--- src/rtl/spi_flash_word_arbiter.sv ---
// Round-robin arbiter that shares one byte-wide SPI flash read engine between two
// requesters and assembles four sequential byte reads into one little-endian word.
module spi_flash_word_arbiter (
  input  logic        clock_12MHz,
  input  logic        reset,
  input  logic        req0_valid,
  input  logic [23:0] req0_addr,
  output logic [31:0] req0_data,
  output logic        req0_done,
  input  logic        req1_valid,
  input  logic [23:0] req1_addr,
  output logic [31:0] req1_data,
  output logic        req1_done,
  output logic        spi_read_strobe,
  output logic [23:0] spi_read_addr,
  input  logic [7:0]  spi_read_data,
  input  logic        spi_read_busy
);

  typedef enum logic [2:0] {IDLE, ISSUE, ARM, WAIT, DONE} state_t;

  state_t      state, state_nxt;
  logic        last_grant;
  logic        port;
  logic [1:0]  byte_idx;
  logic [23:0] base;
  logic [31:0] word;
  logic        grant_any;
  logic        grant_port;
  logic        byte_ready;
  logic [31:0] word_merged;

  // 24-bit modulo byte address; wraps from 0xFFFFFF to 0x000000.
  function automatic logic [23:0] byte_addr(input logic [23:0] b, input logic [1:0] idx);
    return b + {22'd0, idx};
  endfunction

  function automatic logic [31:0] merge_byte(input logic [31:0] w, input logic [1:0] idx,
                                             input logic [7:0] d);
    logic [31:0] r;
    r = w;
    r[8*idx +: 8] = d;
    return r;
  endfunction

  always_comb begin
    grant_any   = (req0_valid || req1_valid) && !spi_read_busy;
    // On a tie the port that did not win last time is granted.
    grant_port  = (req0_valid && req1_valid) ? ~last_grant : req1_valid;
    byte_ready  = (state == WAIT) && !spi_read_busy;
    word_merged = merge_byte(word, byte_idx, spi_read_data);
  end

  always_comb begin
    state_nxt = state;
    case (state)
      IDLE:    if (grant_any) state_nxt = ISSUE;
      ISSUE:   state_nxt = ARM;
      ARM:     state_nxt = WAIT;
      WAIT:    if (!spi_read_busy) state_nxt = (byte_idx == 2'd3) ? DONE : ISSUE;
      DONE:    state_nxt = IDLE;
      default: state_nxt = IDLE;
    endcase
  end

  always_ff @(posedge clock_12MHz) begin
    if (reset) begin
      state      <= IDLE;
      last_grant <= 1'b1;
      port       <= 1'b0;
      byte_idx   <= 2'd0;
    end else begin
      state <= state_nxt;
      if (state == IDLE && grant_any) begin
        port       <= grant_port;
        last_grant <= grant_port;
        byte_idx   <= 2'd0;
      end else if (byte_ready && byte_idx != 2'd3) begin
        byte_idx <= byte_idx + 2'd1;
      end
    end
  end

  // Base and partial word carry no reset: every fetch overwrites all four bytes.
  always_ff @(posedge clock_12MHz) begin
    if (state == IDLE && grant_any)
      base <= grant_port ? req1_addr : req0_addr;
    if (byte_ready)
      word <= word_merged;
  end

  // Returned words land on the transition into DONE so they are visible with done.
  always_ff @(posedge clock_12MHz) begin
    if (reset) begin
      req0_data <= 32'd0;
      req1_data <= 32'd0;
    end else if (byte_ready && byte_idx == 2'd3) begin
      if (port) req1_data <= word_merged;
      else      req0_data <= word_merged;
    end
  end

  always_comb begin
    spi_read_strobe = (state == ISSUE);
    spi_read_addr   = spi_read_strobe ? byte_addr(base, byte_idx) : 24'd0;
    req0_done       = (state == DONE) && !port;
    req1_done       = (state == DONE) && port;
  end

endmodule

--- config.mk ---
export PLATFORM = sky130hd
export DESIGN_NAME = spi_flash_word_arbiter
export DESIGN_NICKNAME = d
export VERILOG_FILES = /design/src/rtl/spi_flash_word_arbiter.sv
export SDC_FILE = /design/constraint.sdc
export NUM_CORES = 1
export LEC_CHECK = 0
export ABC_AREA = 0
export BUFFER_PORTS_ARGS = -buffer_cell sky130_fd_sc_hd__buf_2
export CAP_MARGIN = 20
export CORE_UTILIZATION = 40
export DETAILED_ROUTE_END_ITERATION = 10
export PLACE_DENSITY = 0.66
export REMOVE_ABC_BUFFERS = 1
export SETUP_SLACK_MARGIN = 0.02
export SLEW_MARGIN = 5
export SYNTH_ARGS = -nofsm -noshare
export SYNTH_HDL_FRONTEND = slang
export SYNTH_SLANG_ARGS = --single-unit
export TNS_END_PERCENT = 10
--- constraint.sdc ---
create_clock -name clock_12MHz -period 4 [get_ports clock_12MHz]
set_input_delay 0.8 -clock clock_12MHz [delete_from_list [all_inputs] [get_ports clock_12MHz]]
set_output_delay 0.8 -clock clock_12MHz [all_outputs]
set_load 0.01 [all_outputs]
==> flow_metrics.py, run 1 <==
metrics = {
    "finish": {
        "diodes": 0,
        "layout.cells.non_filler": 879,
        "fin_nets": 759,
        "regArea_um2": 3100,
        "num-fill-cells": 1253,
        "final_area_um2": 7100,
        "drive_above_1_share_pct": 31.2,
        "area.growth.synth_to_final_pct": 26.6,
        "multi_input_area_um2": 2240,
    },
    "pwr": {
        "p_leak_nw": 2.97,
        "ir_worst_vdd_mv": 0.248,
        "powerDensity_nw_per_um2": 431,
    },
    "logic_synthesis": {
        "yosysSeqAreaShare_pct": 55.3,
        "synth_area_um2": 5610,
        "ys_warn_count": 0,
        "synth_top_area_share_pct": 30.0,
        "synth_commonest_cells": "82 x nor2_1, 71 x dfxtp_1, 64 x a211oi_1",
        "synth_cells": 543,
        "yosysTopAreaCell": "edfxtp_1",
        "synthDistinctLibCells": 43,
        "synth-async-reset-ratio_pct": 0,
        "synth_top_cells_by_area": "edfxtp_1 30%, dfxtp_1 25%, a211oi_1 8.6%",
        "synth.avg_cell_area_um2": 10.3,
        "synth-seq-cells": 127,
        "synth_most_common_cell": "nor2_1",
        "synthFlopType": "dfxtp_1",
        "synth_edf_count": 56,
    },
    "worst_setup_path": {
        "reg2reg_from": "byte_idx[0]$_SDFFE_PP0P_",
        "worstPathRequired_ns": 3.20,
        "path_cells": "ha_1 > fa_1 > and2_1 > nand4_2 > or4_1 > a21oi_1 > buf_2",
        "reg2reg_slack_ns": 1.27,
        "slowest_delay_ns": 0.57,
        "worstSetupPathDepth": 7,
        "cp_max_fo": 11,
        "cp-startpoint": "byte_idx[0]$_SDFFE_PP0P_",
        "startpoint_type": "register",
        "path_class": "register to output port",
        "critPathSlowestCell": "or4_1",
        "crit_end": "spi_read_addr[16]",
        "crit_buf_inv": 1,
        "r2r-end": "req1_data[8]$_SDFFE_PP0P_",
        "critPathTopFamily": "simple AND/OR/NAND/NOR gates",
        "rr_worst_depth": 5,
        "arrival_ns": 2.79,
        "worstSetupEndpointType": "output port",
    },
    "clock_tree": {
        "clockBufferDepth": 2,
        "post_cts_resized": 0,
        "cts.sinks": 127,
        "post_cts_buffers": 0,
        "cts-buffers-inserted": 17,
        "cts_tree": "done",
        "cts-root-buf": "clkbuf_16",
        "h-tree-depth": 4,
        "clk_latency_ns": 0.42,
        "path_clk_slew_ns": 0.05,
        "cts_hold_buf": 0,
    },
    "timing": {
        "fin_crit_sh_pct": 89.8,
        "slew-limit-headroom_pct": 44.0,
        "rsz0062_at_grt": "false",
        "min_period_ns": 3.59,
        "worst_clock_skew_ns": 0.00894,
        "clock.fmax_ghz": 0.278,
        "setup_violations": 0,
        "hold_violations": 0,
        "hold_ws_ns": 0.493,
        "worstMarginPinSlew_ns": 0.840,
        "slew_violations": 0,
    },
    "die": {
        "core_um2": 13500,
        "ios": 152,
        "start_util_pct": 41.7,
        "dieArea_um2": 14500,
        "dieHeight_um": 120,
        "die_w_um": 120,
        "rows": 42,
    },
    "placement": {
        "port_buffers": 151,
        "place.gp.congestion": 0.845,
        "dpl_cell_area_um2": 6530,
        "place_hpwl_um": 9370,
        "dp.cells": 847,
    },
    "route": {
        "drc": 0,
        "wl_per_cell_um": 15.4,
        "antenna_left": 0,
        "route.vias.total": 4496,
        "dr.pass1.iters": 4,
        "viasPerCell": 5.11,
        "drt_iter0_drc": 194,
        "wl_um": 13500,
    },
    "global_route": {
        "grt_pass1_vias": 4342,
        "grt_max_degree": 65,
        "grt_first_pass_wirelength_um": 21500,
        "grtUsageTotal_pct": 19.4,
        "antenna_found_initial": 0,
        "grt_overflow": 0,
    },
    "hold_path": {
        "min-delay-path-class": "register to register",
        "hold_depth": 2,
    },
    "flow_run": {
        "cap_viol_max_count": 0,
    },
    "status": {
        "status": "finished, final reports clean",
    },
}
[power breakdown]
| group | internal, mW | switching (mW) | total, mW |
|---|---|---|---|
| combinational | 0.0831 | 0.106 | 0.189 |
| sequential | 1.39 | 0.0231 | 1.41 |
| clock | 0.922 | 0.539 | 1.46 |
[flip-flops by register name, summed over array words and instances (netlist names)]
name / cells
base: 24
byte_idx: 2
last_grant: 1
port: 1
req0_data: 32
req1_data: 32
state: 3
word: 32
[worst min-delay path by stage]
stage | startpoint | slack [ns] | to
finish | last_grant$_SDFFE_PP1P_ | 0.49 | last_grant$_SDFFE_PP1P_
global route | last_grant$_SDFFE_PP1P_ | 0.51 | last_grant$_SDFFE_PP1P_
CTS | last_grant$_SDFFE_PP1P_ | 0.49 | last_grant$_SDFFE_PP1P_
detailed placement | last_grant$_SDFFE_PP1P_ | 0.48 | last_grant$_SDFFE_PP1P_
global placement | last_grant$_SDFFE_PP1P_ | 0.48 | last_grant$_SDFFE_PP1P_
floorplan | last_grant$_SDFFE_PP1P_ | 0.45 | last_grant$_SDFFE_PP1P_
[placed cells by master (no fill, tap or decap), types with 4 or more instances in the layout]
cell       synthesis  final
xor2_1             7      7
nand3_1            5      5
clkinv_2           0      4
xnor2_1            5      5
ha_1               7      7
and2_1             4      4
and3_1             5      4
mux2i_1            4      4
nand2_1           13     13
dfxtp_1           71     71
or4_1              7      7
mux2_2            24     24
edfxtp_1          56     56
buf_4              1      9
nor3_1             5      5
nand4_1            6      6
o31ai_1            7      7
a21oi_1           41     41
a211oi_1          64     64
inv_1             39     39
and4_1             4      4
clkbuf_16          0     18
nor2_1            82     82
nor2b_1           32     32
buf_2             10    151
[worst register-to-register path: cells and delay by family, from the launching register on]
family / cells / cell delay (ns)
simple gates: 2 / 0.84
fa+ha+maj: 1 / 0.60
flops: 1 / 0.52
buf+inv: 1 / 0.41
compound gates: 1 / 0.25
[kinds of logic (layout without fill, tap and decap cells)]
kind of cell,after synthesis,count (layout),synth area share (%)
xor+xnor,12,12,1.87
fa+ha+maj,8,8,1.92
flops,127,127,55.3
simple gates,177,177,16.0
mux,28,28,5.53
compound gates,120,120,14.2
buf+inv,71,231,5.17
[area by class of cell]
cell class	instances	area share, %
clock buffers	23	6.89
clock inverters	9	1.13
inverters	39	2.06
multi-input cells	345	31.5
flip-flops and latches	127	43.7
well taps	176	3.10
repair buffers	160	11.6
[per-layer routing]
| metal | wire length (µm) | GRT usage (%) |
|---|---|---|
| met1 | 6240 | 24.4 |
| met4 | 244 | 8.33 |
| met5 | 0 | 0 |
| met3 | 925 | 5.71 |
| met2 | 6100 | 31.0 |
[per-stage QoR]
step	setup WS [ns]	TNS (ns)	power, mW	utilization, %
floorplan	-1.06	-37.86	1.53	-
global placement	0.917	0	1.62	48.6
detailed placement	0.846	0	1.63	48.6
CTS	0.394	0	3.10	52.8
global route	0.227	0	3.18	52.8
finish	0.408	0	3.06	52.8
No activity file was read; power rests on OpenSTA's default activity.
==> run 2, diff against run 1 <==
--- a/config.mk
+++ b/config.mk
@@ -9,8 +9,8 @@
 export BUFFER_PORTS_ARGS = -buffer_cell sky130_fd_sc_hd__buf_2
 export CAP_MARGIN = 20
 export CORE_UTILIZATION = 40
+export CTS_BUF_LIST = sky130_fd_sc_hd__clkbuf_4
 export DETAILED_ROUTE_END_ITERATION = 10
-export PLACE_DENSITY = 0.66
 export REMOVE_ABC_BUFFERS = 1
 export SETUP_SLACK_MARGIN = 0.02
 export SLEW_MARGIN = 5
==> constraint.sdc (replaced) <==
create_clock -name clock_12MHz -period 4.45 [get_ports clock_12MHz]
set_input_delay 0.89 -clock clock_12MHz [delete_from_list [all_inputs] [get_ports clock_12MHz]]
set_output_delay 0.89 -clock clock_12MHz [all_outputs]
set_load 0.01 [all_outputs]
==> run 2 against run 1 <==
  * Global-route usage fell by 0.71 points
  * Sequential share of layout area rose by 1.8 points
  * Cell area fell by 3.9%
  * Utilization fell by 2.1 points
  * Power fell by 27%
  * Critical path depth did not move
  * Sequential cell count did not move
  * Hold slack improved by 0.0011 ns
  * Setup slack improved by 0.27 ns
  * Final cell count did not move
  * Critical endpoint unchanged
  * Register-to-register slack improved by 0.63 ns
==> flow_metrics.py, run 2 (synthesis gave the netlist of run 1 again) <==
metrics = {
    "timing": {
        "rsz0062_at_grt": "false",
        "clock.fmax_ghz": 0.265,
        "hold_ws_ns": 0.494,
        "fin_crit_sh_pct": 84.9,
        "worst_clock_skew_ns": 0.0235,
        "fin_tns_setup_ns": 0,
        "setup_violations": 0,
        "slew_violations": 0,
        "fin_ws_ns": 0.674,
        "hold_violations": 0,
        "worstMarginPinSlew_ns": 0.728,
        "min_period_ns": 3.78,
        "slew-limit-headroom_pct": 50.8,
    },
    "route": {
        "drc": 0,
        "wl_per_cell_um": 14.9,
        "wl_um": 13100,
        "dr.pass1.iters": 5,
        "drt_iter0_drc": 222,
        "viasPerCell": 5.06,
        "antenna_left": 0,
        "route.vias.total": 4451,
    },
    "die": {
        "core_um2": 13500,
        "dieHeight_um": 120,
        "start_util_pct": 41.7,
        "ios": 152,
        "die_w_um": 120,
        "dieArea_um2": 14500,
        "rows": 42,
    },
    "global_route": {
        "grt_overflow": 0,
        "grt_max_degree": 41,
        "grt_first_pass_wirelength_um": 21000,
        "grt_pass1_vias": 4198,
        "grtUsageTotal_pct": 18.7,
        "antenna_found_initial": 0,
    },
    "pwr": {
        "p_total_mw": 2.24,
        "powerDensity_nw_per_um2": 328,
        "p_leak_nw": 2.85,
        "ir_worst_vdd_mv": 0.175,
    },
    "finish": {
        "diodes": 0,
        "area.growth.synth_to_final_pct": 21.6,
        "layout.cells.non_filler": 879,
        "final_area_um2": 6820,
        "regArea_um2": 3100,
        "multi_input_area_um2": 2240,
        "mostFrequentLayoutCells": "151 x buf_2, 82 x nor2_1, 71 x dfxtp_1",
        "top_regs": "req0_data: 32 flops, req1_data: 32 flops, word: 32 flops",
        "post-route-util_pct": 50.7,
        "drive_above_1_share_pct": 31.4,
        "fin_nets": 760,
        "final_common_cell": "buf_2",
        "num-fill-cells": 1297,
    },
    "worst_setup_path": {
        "cp_max_fo": 11,
        "path_class": "register to output port",
        "reg2reg_slack_ns": 1.90,
        "worstSetupEndpointType": "output port",
        "cp-startpoint": "byte_idx[0]$_SDFFE_PP0P_",
        "worstPathRequired_ns": 3.56,
        "startpoint_type": "register",
        "reg2reg_from": "byte_idx[0]$_SDFFE_PP0P_",
        "arrival_ns": 2.89,
    },
    "clock_tree": {
        "cts-root-buf": "clkbuf_4",
        "post_cts_resized": 0,
        "post_cts_buffers": 0,
        "h-tree-depth": 4,
        "cts_hold_buf": 0,
        "cts-buffers-inserted": 17,
        "path_clk_slew_ns": 0.10,
        "cts.sinks": 127,
        "clockBufferDepth": 2,
        "cts_tree": "done",
        "clk_latency_ns": 0.52,
    },
    "placement": {
        "dp_slack_ns": 1.21,
        "dp.cells": 847,
        "port_buffers": 151,
        "place_hpwl_um": 9410,
        "place.gp.congestion": 0.840,
        "dpl_cell_area_um2": 6530,
    },
    "status": {
        "status": "finished, final reports clean",
    },
    "hold_path": {
        "min-delay-path-class": "register to register",
        "hold_start": "last_grant$_SDFFE_PP1P_",
    },
    "flow_run": {
        "cap_viol_max_count": 0,
    },
}
[run 2: where the power goes]
part           leakage (nW)  switching (mW)  internal [mW]
registers              1.09          0.0210           1.24
clock network         0.161           0.410          0.396
logic                  1.60          0.0953         0.0745
total                  2.85           0.526           1.71
[run 2: per-layer routing]
| layer | up-vias | global-route usage (%) | routed length (µm) |
|---|---|---|---|
| li1 | 2235 | - | - |
| met1 | 2030 | 23.9 | 5890 |
| met2 | 176 | 30.0 | 6120 |
| met3 | 10 | 5.94 | 989 |
| met4 | 0 | 5.71 | 141 |
| met5 | - | 0 | 0 |
[run 2: critical path: stages (launching register included)]
cell and delay (ns):
dfxtp_1 0.53, ha_1 0.25, fa_1 0.21, and2_1 0.25, nand4_2 0.27, or4_1 0.56
a21oi_1 0.15, buf_2 0.16
[run 2: cell type report]
cell class,instances,share of cell area (%)
clock buffers,19,2.09
clock inverters,12,2.09
inverters,39,2.15
multi-input cells,345,32.8
flip-flops and latches,127,45.5
well taps,176,3.23
repair buffers,161,12.1
[run 2: worst paths after layout]
path | end | cells past startpoint
worst max-delay path | spi_read_addr[16] | 7
worst min-delay path | last_grant$_SDFFE_PP1P_ | 2
worst max register to register | req1_data[4]$_SDFFE_PP0P_ | 5
worst min register to register | last_grant$_SDFFE_PP1P_ | 2
